`src/rtl/audio_sample_dac_if.sv`:
```
// audio_sample_dac_if: producer-to-DAC sample handshake.
// Ports: wreq (write request), sample ({left, right}), ready (FIFO not full).
// The producer drives the master side; audio_sample_dac is the slave.
interface audio_sample_dac_if #(
    parameter int AUDIO_BITS = 12
);

    logic                    wreq;
    logic [2*AUDIO_BITS-1:0] sample;
    logic                    ready;

    modport master (
        output wreq,
        output sample,
        input  ready
    );

    modport slave (
        input  wreq,
        input  sample,
        output ready
    );

endinterface

```
`src/rtl/audio_sample_dac.sv`:
```
// audio_sample_dac: stereo sample FIFO, frame-rate pop, 1-bit delta-sigma out.
// Ports: clk, aclr (async active-high), bus (wreq/sample/ready, slave),
//   left_out/right_out (DS bits), sample_tick, underrun, overflow (pulses),
//   fill (FIFO occupancy).
module audio_sample_dac #(
    parameter int AUDIO_BITS = 12,
    parameter int FIFO_DEPTH = 4,
    parameter int RATE_DIV   = 512
) (
    input  logic                             clk,
    input  logic                             aclr,
    audio_sample_dac_if.slave                bus,
    output logic                             left_out,
    output logic                             right_out,
    output logic                             sample_tick,
    output logic                             underrun,
    output logic                             overflow,
    output logic [$clog2(FIFO_DEPTH+1)-1:0]  fill
);

    localparam int PW = $clog2(FIFO_DEPTH);
    localparam int FW = $clog2(FIFO_DEPTH + 1);
    localparam int CW = $clog2(RATE_DIV);
    localparam int SW = 2 * AUDIO_BITS;

    localparam logic [FW-1:0] FULL = FW'(FIFO_DEPTH);
    localparam logic [CW-1:0] LAST = CW'(RATE_DIV - 1);

    logic [SW-1:0]         mem [FIFO_DEPTH];
    logic [PW-1:0]         wr_ptr;
    logic [PW-1:0]         rd_ptr;
    logic [CW-1:0]         rate_cnt;
    logic [AUDIO_BITS-1:0] cur_left;
    logic [AUDIO_BITS-1:0] cur_right;
    logic [AUDIO_BITS:0]   acc_left;
    logic [AUDIO_BITS:0]   acc_right;

    logic frame;
    logic empty;
    logic do_write;
    logic do_pop;

    // ready looks only at registered occupancy, so a pop in the same
    // cycle never opens a slot for a write against a full FIFO.
    assign bus.ready = (fill != FULL);
    assign empty     = (fill == '0);
    assign frame     = (rate_cnt == LAST);
    assign do_write  = bus.wreq & bus.ready;
    assign do_pop    = frame & ~empty;

    always_ff @(posedge clk or posedge aclr) begin
        if (aclr) begin
            rate_cnt <= '0;
        end else if (frame) begin
            rate_cnt <= '0;
        end else begin
            rate_cnt <= rate_cnt + CW'(1);
        end
    end

    // Storage needs no reset: occupancy alone decides what is valid.
    always_ff @(posedge clk) begin
        if (do_write) begin
            mem[wr_ptr] <= bus.sample;
        end
    end

    // Pointers are exactly log2(depth) bits and wrap on their own.
    always_ff @(posedge clk or posedge aclr) begin
        if (aclr) begin
            wr_ptr <= '0;
            rd_ptr <= '0;
            fill   <= '0;
        end else begin
            if (do_write) begin
                wr_ptr <= wr_ptr + PW'(1);
            end
            if (do_pop) begin
                rd_ptr <= rd_ptr + PW'(1);
            end
            if (do_write && !do_pop) begin
                fill <= fill + FW'(1);
            end else if (do_pop && !do_write) begin
                fill <= fill - FW'(1);
            end
        end
    end

    // On an empty frame the current sample is held, not zeroed.
    always_ff @(posedge clk or posedge aclr) begin
        if (aclr) begin
            cur_left  <= '0;
            cur_right <= '0;
        end else if (do_pop) begin
            {cur_left, cur_right} <= mem[rd_ptr];
        end
    end

    always_ff @(posedge clk or posedge aclr) begin
        if (aclr) begin
            sample_tick <= 1'b0;
            underrun    <= 1'b0;
            overflow    <= 1'b0;
        end else begin
            sample_tick <= frame;
            underrun    <= frame & empty;
            overflow    <= bus.wreq & ~bus.ready;
        end
    end

    // First-order modulator: the carry out of the low bits is the output
    // bit; dropping it each cycle keeps the residue bounded, so the ones
    // density over 2^AUDIO_BITS cycles equals the sample value exactly.
    always_ff @(posedge clk or posedge aclr) begin
        if (aclr) begin
            acc_left  <= '0;
            acc_right <= '0;
        end else begin
            acc_left  <= {1'b0, acc_left[AUDIO_BITS-1:0]}
                       + {1'b0, cur_left};
            acc_right <= {1'b0, acc_right[AUDIO_BITS-1:0]}
                       + {1'b0, cur_right};
        end
    end

    assign left_out  = acc_left[AUDIO_BITS];
    assign right_out = acc_right[AUDIO_BITS];

endmodule

```
`src/flat_wrapper.sv`:
```
// flat-port wrapper written by rule: the top's interface ports become plain ports
module audio_sample_dac_flat 
#(
    parameter int AUDIO_BITS = 12,
    parameter int FIFO_DEPTH = 4,
    parameter int RATE_DIV   = 512
)
  (clk, aclr, left_out, right_out, sample_tick, underrun, overflow, fill, bus_wreq, bus_sample, bus_ready);
  audio_sample_dac_if #(.AUDIO_BITS(AUDIO_BITS)) bus_i ();
  input  logic clk;
  input  logic aclr;
  output logic left_out;
  output logic right_out;
  output logic sample_tick;
  output logic underrun;
  output logic overflow;
  output logic [$clog2(FIFO_DEPTH+1)-1:0] fill;
  input wire logic [$bits(bus_i.wreq)-1:0] bus_wreq;
  input wire logic [$bits(bus_i.sample)-1:0] bus_sample;
  output wire logic [$bits(bus_i.ready)-1:0] bus_ready;
  assign bus_i.wreq = bus_wreq;
  assign bus_i.sample = bus_sample;
  assign bus_ready = bus_i.ready;
  audio_sample_dac #(.AUDIO_BITS(AUDIO_BITS), .FIFO_DEPTH(FIFO_DEPTH), .RATE_DIV(RATE_DIV)) u_core (.clk(clk), .aclr(aclr), .bus(bus_i), .left_out(left_out), .right_out(right_out), .sample_tick(sample_tick), .underrun(underrun), .overflow(overflow), .fill(fill));
endmodule
```
`config.mk`:
```
export PLATFORM = sky130hd
export DESIGN_NAME = audio_sample_dac_flat
export DESIGN_NICKNAME = d
export VERILOG_FILES = /design/src/rtl/audio_sample_dac_if.sv /design/src/rtl/audio_sample_dac.sv /design/src/flat_wrapper.sv
export SDC_FILE = /design/constraint.sdc
export NUM_CORES = 1
export LEC_CHECK = 0
export ABC_AREA = 1
export CORE_UTILIZATION = 45
export CTS_BUF_LIST = sky130_fd_sc_hd__clkbuf_16
export CTS_CLUSTER_SIZE = 28
export DETAILED_ROUTE_END_ITERATION = 7
export HOLD_SLACK_MARGIN = 0.08
export MAX_ROUTING_LAYER = met4
export PLACE_DENSITY = 0.72
export SLEW_MARGIN = 10
export SYNTH_ARGS = -nofsm -noshare
export SYNTH_HDL_FRONTEND = slang
export SYNTH_SLANG_ARGS = --single-unit
```
`constraint.sdc`:
```
create_clock -name clk -period 2.9 [get_ports clk]
set_input_delay 0.725 -clock clk [delete_from_list [all_inputs] [get_ports clk]]
set_output_delay 0.725 -clock clk [all_outputs]
set_load 0.02 [all_outputs]
```
==> impl_metrics.tcl <==
set metrics [dict create \
    dominant_cell_type_by_area_after_synthesis "sky130_fd_sc_hd__edfxtp_1" \
    final-max-slew-violation-count 0 \
    grt-busiest-layer "met2" \
    timing.max_cap.violations 0 \
    setup_violation_total_in_the_final_timing_report 0 \
    die_width_um 129 \
    numCtsBuffers 17 \
    synth.top_cells.by_area "sky130_fd_sc_hd__edfxtp_1, sky130_fd_sc_hd__dfrtp_1, sky130_fd_sc_hd__nor2_1" \
    numPlacedInstances 940 \
    ys_types 25 \
    synth.avg_cell_area_um2 10.4 \
    final.period_utilization 0.845 \
    finalHoldViolCount 0 \
    area_growth_pct 15.1 \
    dr.first_iter.drc_count 377 \
    yosys.area_share.xor_xnor 0.0192 \
    least_margin_pin_slew_ns 0.719 \
    timing.fmax_mhz 408 \
    holdWs_ns 0.480 \
    power_frac_seq 0.525 \
    cts.reportedPaths.clkPinSlew_ns 0.06 \
    antenna_violating_nets_post_route 0 \
    dpl-instance-area_um2 7900 \
    cell_internal_pwr_w 0.00419 \
    path_max_fanout 6 \
    largest_net_degree_at_the_start_of_global_routing 70 \
    critPathTopFamily "adder cells" \
    postSynthNetCount 762 \
    whs_path_depth 1 \
    grt_pass1_vias 4648 \
    cts_post_setup_buffers_inserted 0 \
    crit_chain "ha_1, nand2_1, inv_1, nand4_1, nor3b_1, ha_1, nand2_4, ha_1, inv_1, fa_1, nor2_1, a21oi_1" \
    setup_tns_ns 0 \
    critPathLaunchType "flop" \
    netlist_area_um2 7310 \
    post_synth_and_or_nand_nor_area_fraction 0.169 \
    grt_util_met3 0.0405 \
    maximum_buffer_depth_of_the_clock_tree 2 \
    critical_path.max_stage_delay_ns 0.41 \
    ys_top_cells_by_count "sky130_fd_sc_hd__nor2_1, sky130_fd_sc_hd__nand2_1, sky130_fd_sc_hd__edfxtp_1, sky130_fd_sc_hd__dfrtp_1, sky130_fd_sc_hd__inv_1" \
    timing.final.crit_period_ns 2.45 \
    yosysTopAreaCellShare 0.394 \
    antenna_found_initial 0 \
    cts_resized 0 \
    stages_on_the_worst_setup_path 12 \
    p_sw_frac 0.246 \
    slowest_stage "sky130_fd_sc_hd__fa_1" \
    synthesis.yosys.warnings 0 \
    post_layout_nonfiller_instances 972 \
    floorplan.initialDensity 0.460 \
    io_buffers 35 \
    switching_power_w 0.00136 \
    cell_with_the_most_instances_after_synthesis "sky130_fd_sc_hd__nor2_1" \
    grt_use_met2 0.280 \
    tritoncts "done" \
    detail_route.wirelength_mm 13.4 \
    run_status "completed" \
    viasPerCell 4.88 \
    cts_num_sinks 165 \
    finalNetCount 804 \
    async_flop_share 0.418 \
    ioPinCount 36 \
    grt_util_all_layers 0.186 \
    cts-root-buf "sky130_fd_sc_hd__clkbuf_16" \
    drive_gt1_frac 0.0608 \
    power_leakage_nw 3.81 \
    worst_setup_path_end_kind "flop" \
    crit_top_cell "sky130_fd_sc_hd__ha_1" \
    fillCellCount 1352 \
    power_density_nw_per_um2 659 \
    synth_compound_area_frac 0.0677 \
    remaining_drc_errors 0 \
    sequential_cell_area_um2 4610 \
    synth.ff_latch_count 165 \
    place_congestion 0.841 \
    gr-usage-met1 0.248 \
    multi_input_comb_area_um2 2330 \
    critical_path_type "reg -> reg" \
    cts_max_level 4 \
    class_of_the_tightest_hold_or_removal_check "reg -> reg" \
    synthCells 701 \
    p_clk_frac 0.361 \
    final.setup_skew_ns 0.00583 \
    area_share_of_fa_ha_maj_cells_after_synthesis 0.0612 \
    rsz0062_at_grt "false" \
    die-height_um 129 \
    synth-seq-area-share 0.630 \
    post_synthesis_mux_area_share 0 \
    clk-insertion-delay-late_ns 0.42 \
    via_count 4743 \
    firstDrtPassIters 5 \
    fin_area_um2 8420 \
    vdd_ir_drop_max_uv 558 \
    dp_hpwl_mm 8.55 \
    grt_remaining_overflow 0 \
    arrival_ns 2.75 \
    dieArea_um2 16800 \
    cts_hold_buf 0 \
    core-area_um2 15900 \
    synth_edf_count 96 \
    post_drt_wl_per_cell_um 13.8 \
    cp_data_required_time_ns 3.20 \
    worstRegToRegCells 12 \
    power.combinational.fraction 0.114 \
    synth_top_family_by_area "simple AND/OR/NAND/NOR gates" \
    path_buf_inv 2 \
    synthFlopType "sky130_fd_sc_hd__edfxtp_1" \
    grt_pass1_wl_mm 22.7 \
    num_rows 46 \
    timing.slew.headroom 0.520 \
    ant_diodes 0 \
]
-- metrics by stage --
| stage | setup WS [ns] | util | power [W] |
|---|---|---|---|
| 5_1_grt | 0.234 | 0.530 | 0.00580 |
| 3_3_place_gp | 0.450 | 0.497 | 0.00358 |
| 6_report | 0.449 | 0.530 | 0.00555 |
| 2_1_floorplan | 0.417 | - | 0.00332 |
| 3_5_place_dp | 0.402 | 0.497 | 0.00360 |
| 4_1_cts | 0.432 | 0.530 | 0.00559 |
-- worst paths after layout --
kind	slack, ns	to	start
hold / removal	0.48	u_core.acc_left[0]$_DFF_PP0_	u_core.acc_left[0]$_DFF_PP0_
setup / recovery	0.45	u_core.fill[1]$_DFFE_PP0P_	u_core.rate_cnt[0]$_DFF_PP0_
min in group asynchronous	0.70	u_core.acc_left[12]$_DFF_PP0_	aclr
hold reg to reg	0.48	u_core.acc_left[0]$_DFF_PP0_	u_core.acc_left[0]$_DFF_PP0_
setup reg to reg	0.45	u_core.fill[1]$_DFFE_PP0P_	u_core.rate_cnt[0]$_DFF_PP0_
max in group asynchronous	1.90	u_core.cur_right[3]$_DFFE_PP0P_	aclr
-- state kept, by name (all words and copies together), names as in the netlist --
name	flops
u_core.acc_left	13
u_core.cur_left	12
u_core.rate_cnt	9
u_core.cur_right	12
u_core.sample_tick	1
u_core.acc_right	13
u_core.underrun	1
u_core.mem	96
u_core.rd_ptr	2
u_core.overflow	1
u_core.wr_ptr	2
u_core.fill	3
-- kinds of logic (layout without fill, tap and decap cells) --
family | count (synthesis) | count (layout)
AND/OR/NAND/NOR | 307 | 307
flip-flops | 165 | 165
AO/OA/AOI/OAI | 93 | 93
buffers and inverters | 86 | 141
adder cells (fa/ha/maj) | 34 | 34
XOR/XNOR | 16 | 16
-- per-layer routing --
layer,routed length (um),vias up,share of wire
li1,-,2425,-
met5,0,-,0
met2,6100,103,0.45
met3,630,18,0.047
met4,216,0,0.016
met1,6480,2197,0.48
-- worst reg2reg max path, delay by kind of cell (launching register included) --
| family | cells | cell delay, ns |
|---|---|---|
| and+or+nand+nor | 5 | 0.59 |
| DFF | 1 | 0.38 |
| AOI/OAI and AO/OA | 1 | 0.05 |
| adders and majority gates | 4 | 1.13 |
| buffers and inverters | 2 | 0.18 |
-- cell type report --
cell class              instances  area share
clock inverters                15      0.0119
flip-flops and latches        165       0.547
clock buffers                  17      0.0505
well taps                     216      0.0321
multi-input cells             450       0.277
repair buffers                 44      0.0526
inverters                      65      0.0290
-- placed cells by master, fill, tap and decap left out, drive strengths merged --
| cell type | count |
|---|---|
| nor2 | 152 |
| nand2 | 115 |
| edfxtp | 96 |
| dfrtp | 69 |
| inv | 68 |
| o21ai | 53 |
| clkdlybuf4s50 | 35 |
| ha | 31 |
| nand3 | 26 |
| a31oi | 24 |
| clkbuf | 17 |
| a21oi | 16 |
| xor2 | 15 |
| nand4 | 9 |
| buf | 9 |
| clkinv | 7 |
| nor3 | 4 |
| clkinvlp | 4 |
| fa | 3 |
| nor3b | 1 |
| xnor2 | 1 |
| bufinv | 1 |
-- power groups by stage --
| stage | Clock, W | Sequential (W) | Combinational, W |
|---|---|---|---|
| 2_1_floorplan | 0 | 0.00298 | 0.000342 |
| 3_3_place_gp | 0 | 0.00295 | 0.000628 |
| 3_5_place_dp | 0 | 0.00296 | 0.000641 |
| 4_1_cts | 0.00203 | 0.00291 | 0.000650 |
| 5_1_grt | 0.00214 | 0.00294 | 0.000726 |
| 6_report | 0.00200 | 0.00291 | 0.000635 |
Note: power is estimated with default switching activity, not from simulation.
